## src/rtl/hwag_coil_guard.sv

```systemverilog
// Ignition-coil gate guard for one HWAG coil channel: enforces maximum dwell,
// minimum off-time and lock-out, with sticky fault flags and SPI-visible stats.
module hwag_coil_guard #(
  parameter int unsigned TW = 16,
  parameter int unsigned FW = 8
) (
  input  logic          clk,
  input  logic          rst,
  input  logic          ena,
  input  logic          req_in,
  input  logic [TW-1:0] max_on,
  input  logic [TW-1:0] min_off,
  input  logic          clr_fault,
  output logic          coil_out,
  output logic [1:0]    state_out,
  output logic          fault_on,
  output logic          fault_off,
  output logic [FW-1:0] fault_cnt,
  output logic [TW-1:0] on_time_out
);

  typedef enum logic [1:0] {
    S_IDLE   = 2'd0,
    S_CHARGE = 2'd1,
    S_BLANK  = 2'd2,
    S_LOCK   = 2'd3
  } state_t;

  localparam logic [TW-1:0] TMR_MAX = '1;
  localparam logic [FW-1:0] CNT_MAX = '1;

  state_t        state_q, state_d;
  logic [TW-1:0] tmr_q, tmr_d;
  logic [TW-1:0] shd_q, shd_d;
  logic [TW-1:0] ont_q, ont_d;
  logic [FW-1:0] cnt_q, cnt_d;
  logic          coil_q, coil_d;
  logic          fon_q, fon_d;
  logic          foff_q, foff_d;
  logic          seen_q, seen_d;
  logic          set_on_c, set_off_c;
  logic [TW-1:0] blank_last_c;
  logic [FW-1:0] cnt_base_c;

  // Last timer value of a BLANK visit; a zero blanking length behaves as one cycle.
  assign blank_last_c = (shd_q == '0) ? '0 : shd_q - TW'(1);

  always_ff @(posedge clk) begin
    if (rst) begin
      state_q <= S_IDLE;
      tmr_q   <= '0;
      shd_q   <= '0;
      ont_q   <= '0;
      cnt_q   <= '0;
      coil_q  <= 1'b0;
      fon_q   <= 1'b0;
      foff_q  <= 1'b0;
      seen_q  <= 1'b0;
    end else begin
      state_q <= state_d;
      tmr_q   <= tmr_d;
      shd_q   <= shd_d;
      ont_q   <= ont_d;
      cnt_q   <= cnt_d;
      coil_q  <= coil_d;
      fon_q   <= fon_d;
      foff_q  <= foff_d;
      seen_q  <= seen_d;
    end
  end

  // Next-state, timer, shadow limit and coil drive.
  always_comb begin
    state_d   = state_q;
    tmr_d     = tmr_q;
    shd_d     = shd_q;
    ont_d     = ont_q;
    coil_d    = 1'b0;
    seen_d    = seen_q;
    set_on_c  = 1'b0;
    set_off_c = 1'b0;
    if (!ena) begin
      state_d = S_IDLE;
      tmr_d   = '0;
    end else begin
      unique case (state_q)
        S_IDLE: begin
          if (req_in) begin
            state_d = S_CHARGE;
            coil_d  = 1'b1;
            tmr_d   = TW'(1);
            shd_d   = max_on;
          end
        end
        S_CHARGE: begin
          coil_d = 1'b1;
          if (!req_in) begin
            state_d = S_BLANK;
            coil_d  = 1'b0;
            ont_d   = tmr_q;
            tmr_d   = '0;
            shd_d   = min_off;
            seen_d  = 1'b0;
          end else if ((shd_q != '0) && (tmr_q == shd_q)) begin
            state_d  = S_LOCK;
            coil_d   = 1'b0;
            ont_d    = shd_q;
            set_on_c = 1'b1;
          end else if (tmr_q != TMR_MAX) begin
            tmr_d = tmr_q + TW'(1);
          end
        end
        S_BLANK: begin
          if (req_in && !seen_q) begin
            set_off_c = 1'b1;
            seen_d    = 1'b1;
          end
          if (tmr_q == blank_last_c) begin
            state_d = req_in ? S_LOCK : S_IDLE;
            tmr_d   = '0;
          end else begin
            tmr_d = tmr_q + TW'(1);
          end
        end
        S_LOCK: begin
          tmr_d = '0;
          if (!req_in) state_d = S_IDLE;
        end
        default: state_d = S_IDLE;
      endcase
    end
  end

  // Sticky flags and saturating counter; a new fault wins over a same-cycle clear.
  always_comb begin
    cnt_base_c = clr_fault ? '0 : cnt_q;
    fon_d      = (fon_q & ~clr_fault) | set_on_c;
    foff_d     = (foff_q & ~clr_fault) | set_off_c;
    cnt_d      = cnt_base_c;
    if ((set_on_c || set_off_c) && (cnt_base_c != CNT_MAX)) begin
      cnt_d = cnt_base_c + FW'(1);
    end
  end

  assign coil_out    = coil_q;
  assign state_out   = 2'(state_q);
  assign fault_on    = fon_q;
  assign fault_off   = foff_q;
  assign fault_cnt   = cnt_q;
  assign on_time_out = ont_q;

endmodule
```

## config.mk

```make
export PLATFORM = sky130hd
export DESIGN_NAME = hwag_coil_guard
export DESIGN_NICKNAME = d
export VERILOG_FILES = /design/src/rtl/hwag_coil_guard.sv
export SDC_FILE = /design/constraint.sdc
export NUM_CORES = 1
export LEC_CHECK = 0
export ABC_CLOCK_PERIOD_IN_PS = 3600
export BUFFER_PORTS_ARGS = -buffer_cell sky130_fd_sc_hd__buf_4
export CAP_MARGIN = 30
export CORE_MARGIN = 3
export CORE_UTILIZATION = 52
export CTS_CLUSTER_DIAMETER = 80
export DETAILED_ROUTE_END_ITERATION = 16
export PLACE_DENSITY = 0.75
export SKIP_CTS_REPAIR_TIMING = 1
export SYNTH_ARGS = -nofsm -noshare
export SYNTH_HDL_FRONTEND = slang
export SYNTH_SLANG_ARGS = --single-unit
```

## constraint.sdc

```tcl
create_clock -name clk -period 3.6 [get_ports clk]
set_clock_uncertainty 0.15 [all_clocks]
set_input_delay 0.18 -clock clk [delete_from_list [all_inputs] [get_ports clk]]
set_output_delay 0.18 -clock clk [all_outputs]
set_load 0.01 [all_outputs]
```

# After elaboration in Yosys (flattened, before gate mapping)

Index checks and enable logic that the tools add are counted.

Register bits after elaboration: 62
Word-level logic and storage cells: 85
Bits of input ports: 37
Output and inout port bits: 29

Bitwise operators: 6
Mux-type cells: 35
Add/sub/neg operators: 3
Reductions and logical operators: 16
Equality and inequality tests: 16

Operators by type and width:

| cell                    | number |
|---|---|
| $mux W16                | 10 |
| $pmux W16 S4            | 1 |
| $eq A16 B16 Y1          | 2 |
| $pmux W16 S2            | 1 |
| $add A16 B1 Y16 const B | 1 |
| $logic_not A16 Y1       | 1 |
| $mux W8                 | 2 |
| $ne A16 B16 Y1 const B  | 1 |
| $reduce_bool A16 Y1     | 1 |
| $sub A16 B1 Y16 const B | 1 |
| $mux W1                 | 12 |
| $mux W2                 | 6 |
| $reduce_and A4 Y1       | 3 |
| $ne A2 B2 Y1 const B    | 5 |
| $ne A3 B3 Y1 const B    | 3 |
| $add A8 B1 Y8 const B   | 1 |
| $ne A8 B8 Y1 const B    | 1 |
| $pmux W2 S4             | 1 |
| $reduce_and A3 Y1       | 2 |
| $eq A2 B2 Y1 const B    | 2 |
| $pmux W1 S2             | 2 |
| $reduce_bool A2 Y1      | 2 |
| $logic_and A1 B1 Y1     | 3 |
| $and A1 B1 Y1           | 2 |
| other kinds (8)         | 10 |

# Longest topological paths before layout

Depth in word-level cells: 9
Mapped depth: 14
Mapped depth without buffers: 11

# Worst setup path after synthesis

OpenSTA, ideal clock, no wires.

Kind: flip-flop to flip-flop
From: reg shd_q[1]
To: reg tmr_q[13]
Period minus slack after synthesis: 3.356 ns
Slack: 0.244 ns
Library setup time: 0.122 ns
Data required time: 3.328 ns
Arrival time: 3.084 ns
Cell stages (with the launch flop): 14
Buffers on the path: 2
Cell sequence: dfxtp_1 -> clkbuf_1 -> inv_1 -> ha_1 -> or3b_1 -> buf_2 -> or4_1 -> a31oi_1 -> a21boi_0 -> nand4_1 -> a2111oi_4 -> a31o_4 -> a21oi_4 -> a221o_1

Cells in the longest elaborated chain, start to end: 5
Elaborated cells between the ends (all ways): 11
Classes of those cells: 1 x add/sub; 3 x eq/ne; 3 x mux; 4 x reduce/logical

RTL lines:

| item                                                        | RTL line | source |
|---|---|---|
| start, declared                                             | 34       | `logic [TW-1:0] shd_q, shd_d;` |
| start signal, assigned                                      | 52       | `shd_q <= '0;` |
| start signal, assigned                                      | 62       | `shd_q <= shd_d;` |
| $sub A16 B1 Y16 / $logic_not A16 Y1 (equally long branches) | 46       | `assign blank_last_c = (shd_q == '0) ? '0 : shd_q - TW'(1);` |
| $mux W16                                                    | 46       |  |
| $eq A16 B16 Y1                                              | 118      | `if (tmr_q == blank_last_c) begin` |
| $mux W16                                                    | 118      |  |
| $pmux W16 S4                                                | 86       | `unique case (state_q)` |
| end signal, assigned                                        | 61       | `tmr_q <= tmr_d;` |
| end, declared                                               | 33       | `logic [TW-1:0] tmr_q, tmr_d;` |

Several ways; a longest one is shown, not always the timed one.
A chain may end at the register's enable or synchronous reset.

# Worst setup path after layout

From: reg shd_q[1]
To: reg tmr_q[6]

The elaborated chain is that of the path after synthesis.

==> reports/results.ini <==
[status]
status = finished clean

[floorplan]
die_area_um2 = 8840
fp-row-count = 31
fp.dieW_um = 94.0
initial_core_util_pct = 54.7
io_pins = 66
coreArea_um2 = 7370
die_h_um = 94.0

[sta]
worst-slew-pin-transition_ps = 1000
slew_violations = 0
rsz0062_at_grt = no
min_period_ps = 3430
hold_violations = 0
tns_ps = 0
setup_violations = 0
fin_hold_ws_ps = 24.2
period_share_pct = 95.4
slew_headroom_pct = 33.0
fmax_mhz = 291

[synth]
ys_warn_count = 0
avgSynthCellArea_um2 = 8.30
synthCells = 485
synthFlopType = dfxtp_1
synth_cell_types = 59
synth_top_area_cell = dfxtp_1
synth_seq_cells = 62
yosysSeqAreaShare_pct = 30.8
ys_async_sr_fraction_pct = 0
yosysTopAreaCellShare_pct = 30.8
synth_edf_count = 0
netlist_area_um2 = 4030
synth_area_leaders = dfxtp_1 (31%), mux2i_1 (8.4%), xor2_1 (6.1%)
synth_fp_nets = 525

[layout]
layout_commonest_cell = buf_4
drive_gt1_share_pct = 23.4
mostFrequentLayoutCells = buf_4 (100), dfxtp_1 (62), nor2_1 (57), mux2i_1 (34), a211oi_1 (32)
area_growth_pct = 21.3
final_cells = 645
antenna_cells = 0
nNetsFinal = 581

[global_routing]
grt_use_met3_pct = 6.17
use_met1_pct = 32.1
grt_pass1_wl_um = 17800
antenna_found_initial = 0
grt_usage_pct = 26.0
grt_max_degree = 46
grt_overflow = 0
busiest_layer = met2
use_met2_pct = 43.7
grt_pass1_vias = 3640

[clocking]
cts.path.max_buffers = 2
root_buffer = clkbuf_8
cts_made_buffers = 9
clock_latency_ps = 350
clk_pin_slew_ps = 70
htreeDepth = 3
tritoncts = done
cts_sinks = 62

[worst_setup_path]
path_cells = inv_1 -> ha_1 -> or3b_1 -> buf_4 -> nor4_1 -> xnor2_1 -> nor2_1 -> a2111o_1 -> a2111oi_4 -> a31o_4 -> a21oi_4 -> a221o_1
cp_num_buf_inv = 2
crit_slowest_cell = a2111o_1
cp.arrival_ps = 3520
worst_ep_required_time_ps = 3690
r2r_cells = 12
critPathMaxStageDelay_ps = 420
cp_top_family = compound AO/OA/AOI/OAI gates
worstSetupEndpointType = flop
cp-start-kind = flop
worst-path-stages = 12
crit_type = reg2reg
cp_max_fo = 8

[place]
place_inst = 628
hpwlAfterDp_um = 8360
place_congestion = 0.944
portBuffers = 65

[power_and_ir_drop]
power_leakage_nw = 2.00
power_density_nw_per_um2 = 370
p_sw_share_pct = 30.8
p_sw_w = 0.000556
intPower_w = 0.00125
comb_power_share_pct = 22.7
ir_worst_vdd_mv = 0.257
seq_power_share_pct = 40.8
clkPwrFrac_pct = 36.5

[detailed_routing]
drcViolationCount = 0
drtPass1Iterations = 4
ant_nets = 0
viasPerCell = 5.91
drt-initial-drc-count = 243
num_vias = 3815
wirelength_um = 11100
wl_per_cell_um = 17.2

[run]
drv_cap = 0

[min_path]
hp-class = in2reg
hold_path_depth = 3

final timing paths:
path	endpoint	slack (ps)	start
worst max register to register	tmr_q[6]	170	shd_q[1]
worst max-delay path	tmr_q[6]	170	shd_q[1]
worst min-delay path	shd_q[11]	20	max_on[11]
worst min register to register	fault_off	330	fault_off
state kept, by name, indices dropped and copies added (netlist names):
| name | flops |
|---|---|
| state_out | 2 |
| coil_out | 1 |
| fault_cnt | 8 |
| on_time_out | 16 |
| fault_on | 1 |
| tmr_q | 16 |
| seen_q | 1 |
| fault_off | 1 |
| shd_q | 16 |
tightest hold or removal path, delay by kind of cell:
family / cells / cell delay [ps]
multiplexers: 1 / 110
buffers and inverters: 1 / 100
AO/OA/AOI/OAI: 1 / 80
synthesized netlist by cell type (all sizes together) (6+ instances only):
library cell / instances
a2111oi: 6
a211oi: 32
a21o: 7
a21oi: 14
a221oi: 7
and2: 6
and3: 6
buf: 14
clkbuf: 42
dfxtp: 62
inv: 9
mux2i: 34
nand2: 16
nand2b: 13
nand3: 17
nand4: 9
nor2: 57
nor2b: 8
nor4: 13
o21ai: 11
xnor2: 16
xor2: 28
final cells by class:
type / instances / area [µm²]
fillers: 654 / 2480
repair buffers: 101 / 761
clock inverters: 4 / 53.8
inverters: 9 / 33.8
multi-input cells: 358 / 2520
flip-flops and latches: 62 / 1240
well taps: 99 / 124
clock buffers: 12 / 155
layer usage:
metal,vias to the layer above,part of all wire [%],wire length (µm)
li1,1874,-,-
met1,1785,41,4590
met2,131,49,5490
met3,25,6.6,734
met4,0,2.5,282
met5,-,0,0
power groups by stage:
stage | logic (W) | registers (W) | clock network (W)
floorplan | 0.000295 | 0.000736 | 0
global placement | 0.000401 | 0.000751 | 0
detailed placement | 0.000407 | 0.000752 | 0
CTS | 0.000409 | 0.000736 | 0.000660
global route | 0.000450 | 0.000740 | 0.000690
finish | 0.000411 | 0.000737 | 0.000659
cell families (layout without fill, tap and decap cells):
| family | Yosys count | in the layout | synth area share (%) |
|---|---|---|---|
| flops | 62 | 62 | 30.8 |
| mux | 34 | 34 | 8.45 |
| simple gates | 170 | 170 | 22.7 |
| compound gates | 107 | 107 | 20.6 |
| xor+xnor | 44 | 44 | 9.57 |
| fa+ha+maj | 3 | 3 | 0.932 |
| buf+inv | 65 | 126 | 6.90 |
stage by stage:
step | power, W | worst slack (ps) | area [µm²] | util (%)
4_1_cts | 0.00181 | 154 | 4870 | 66.1
3_5_place_dp | 0.00116 | 178 | 4670 | 63.3
2_1_floorplan | 0.00103 | 244 | 4030 | -
5_1_grt | 0.00188 | 11.5 | 4890 | 66.3
6_report | 0.00181 | 167 | 4890 | 66.3
3_3_place_gp | 0.00115 | 284 | 4670 | 63.3
Power figures use the tool's default switching activity.
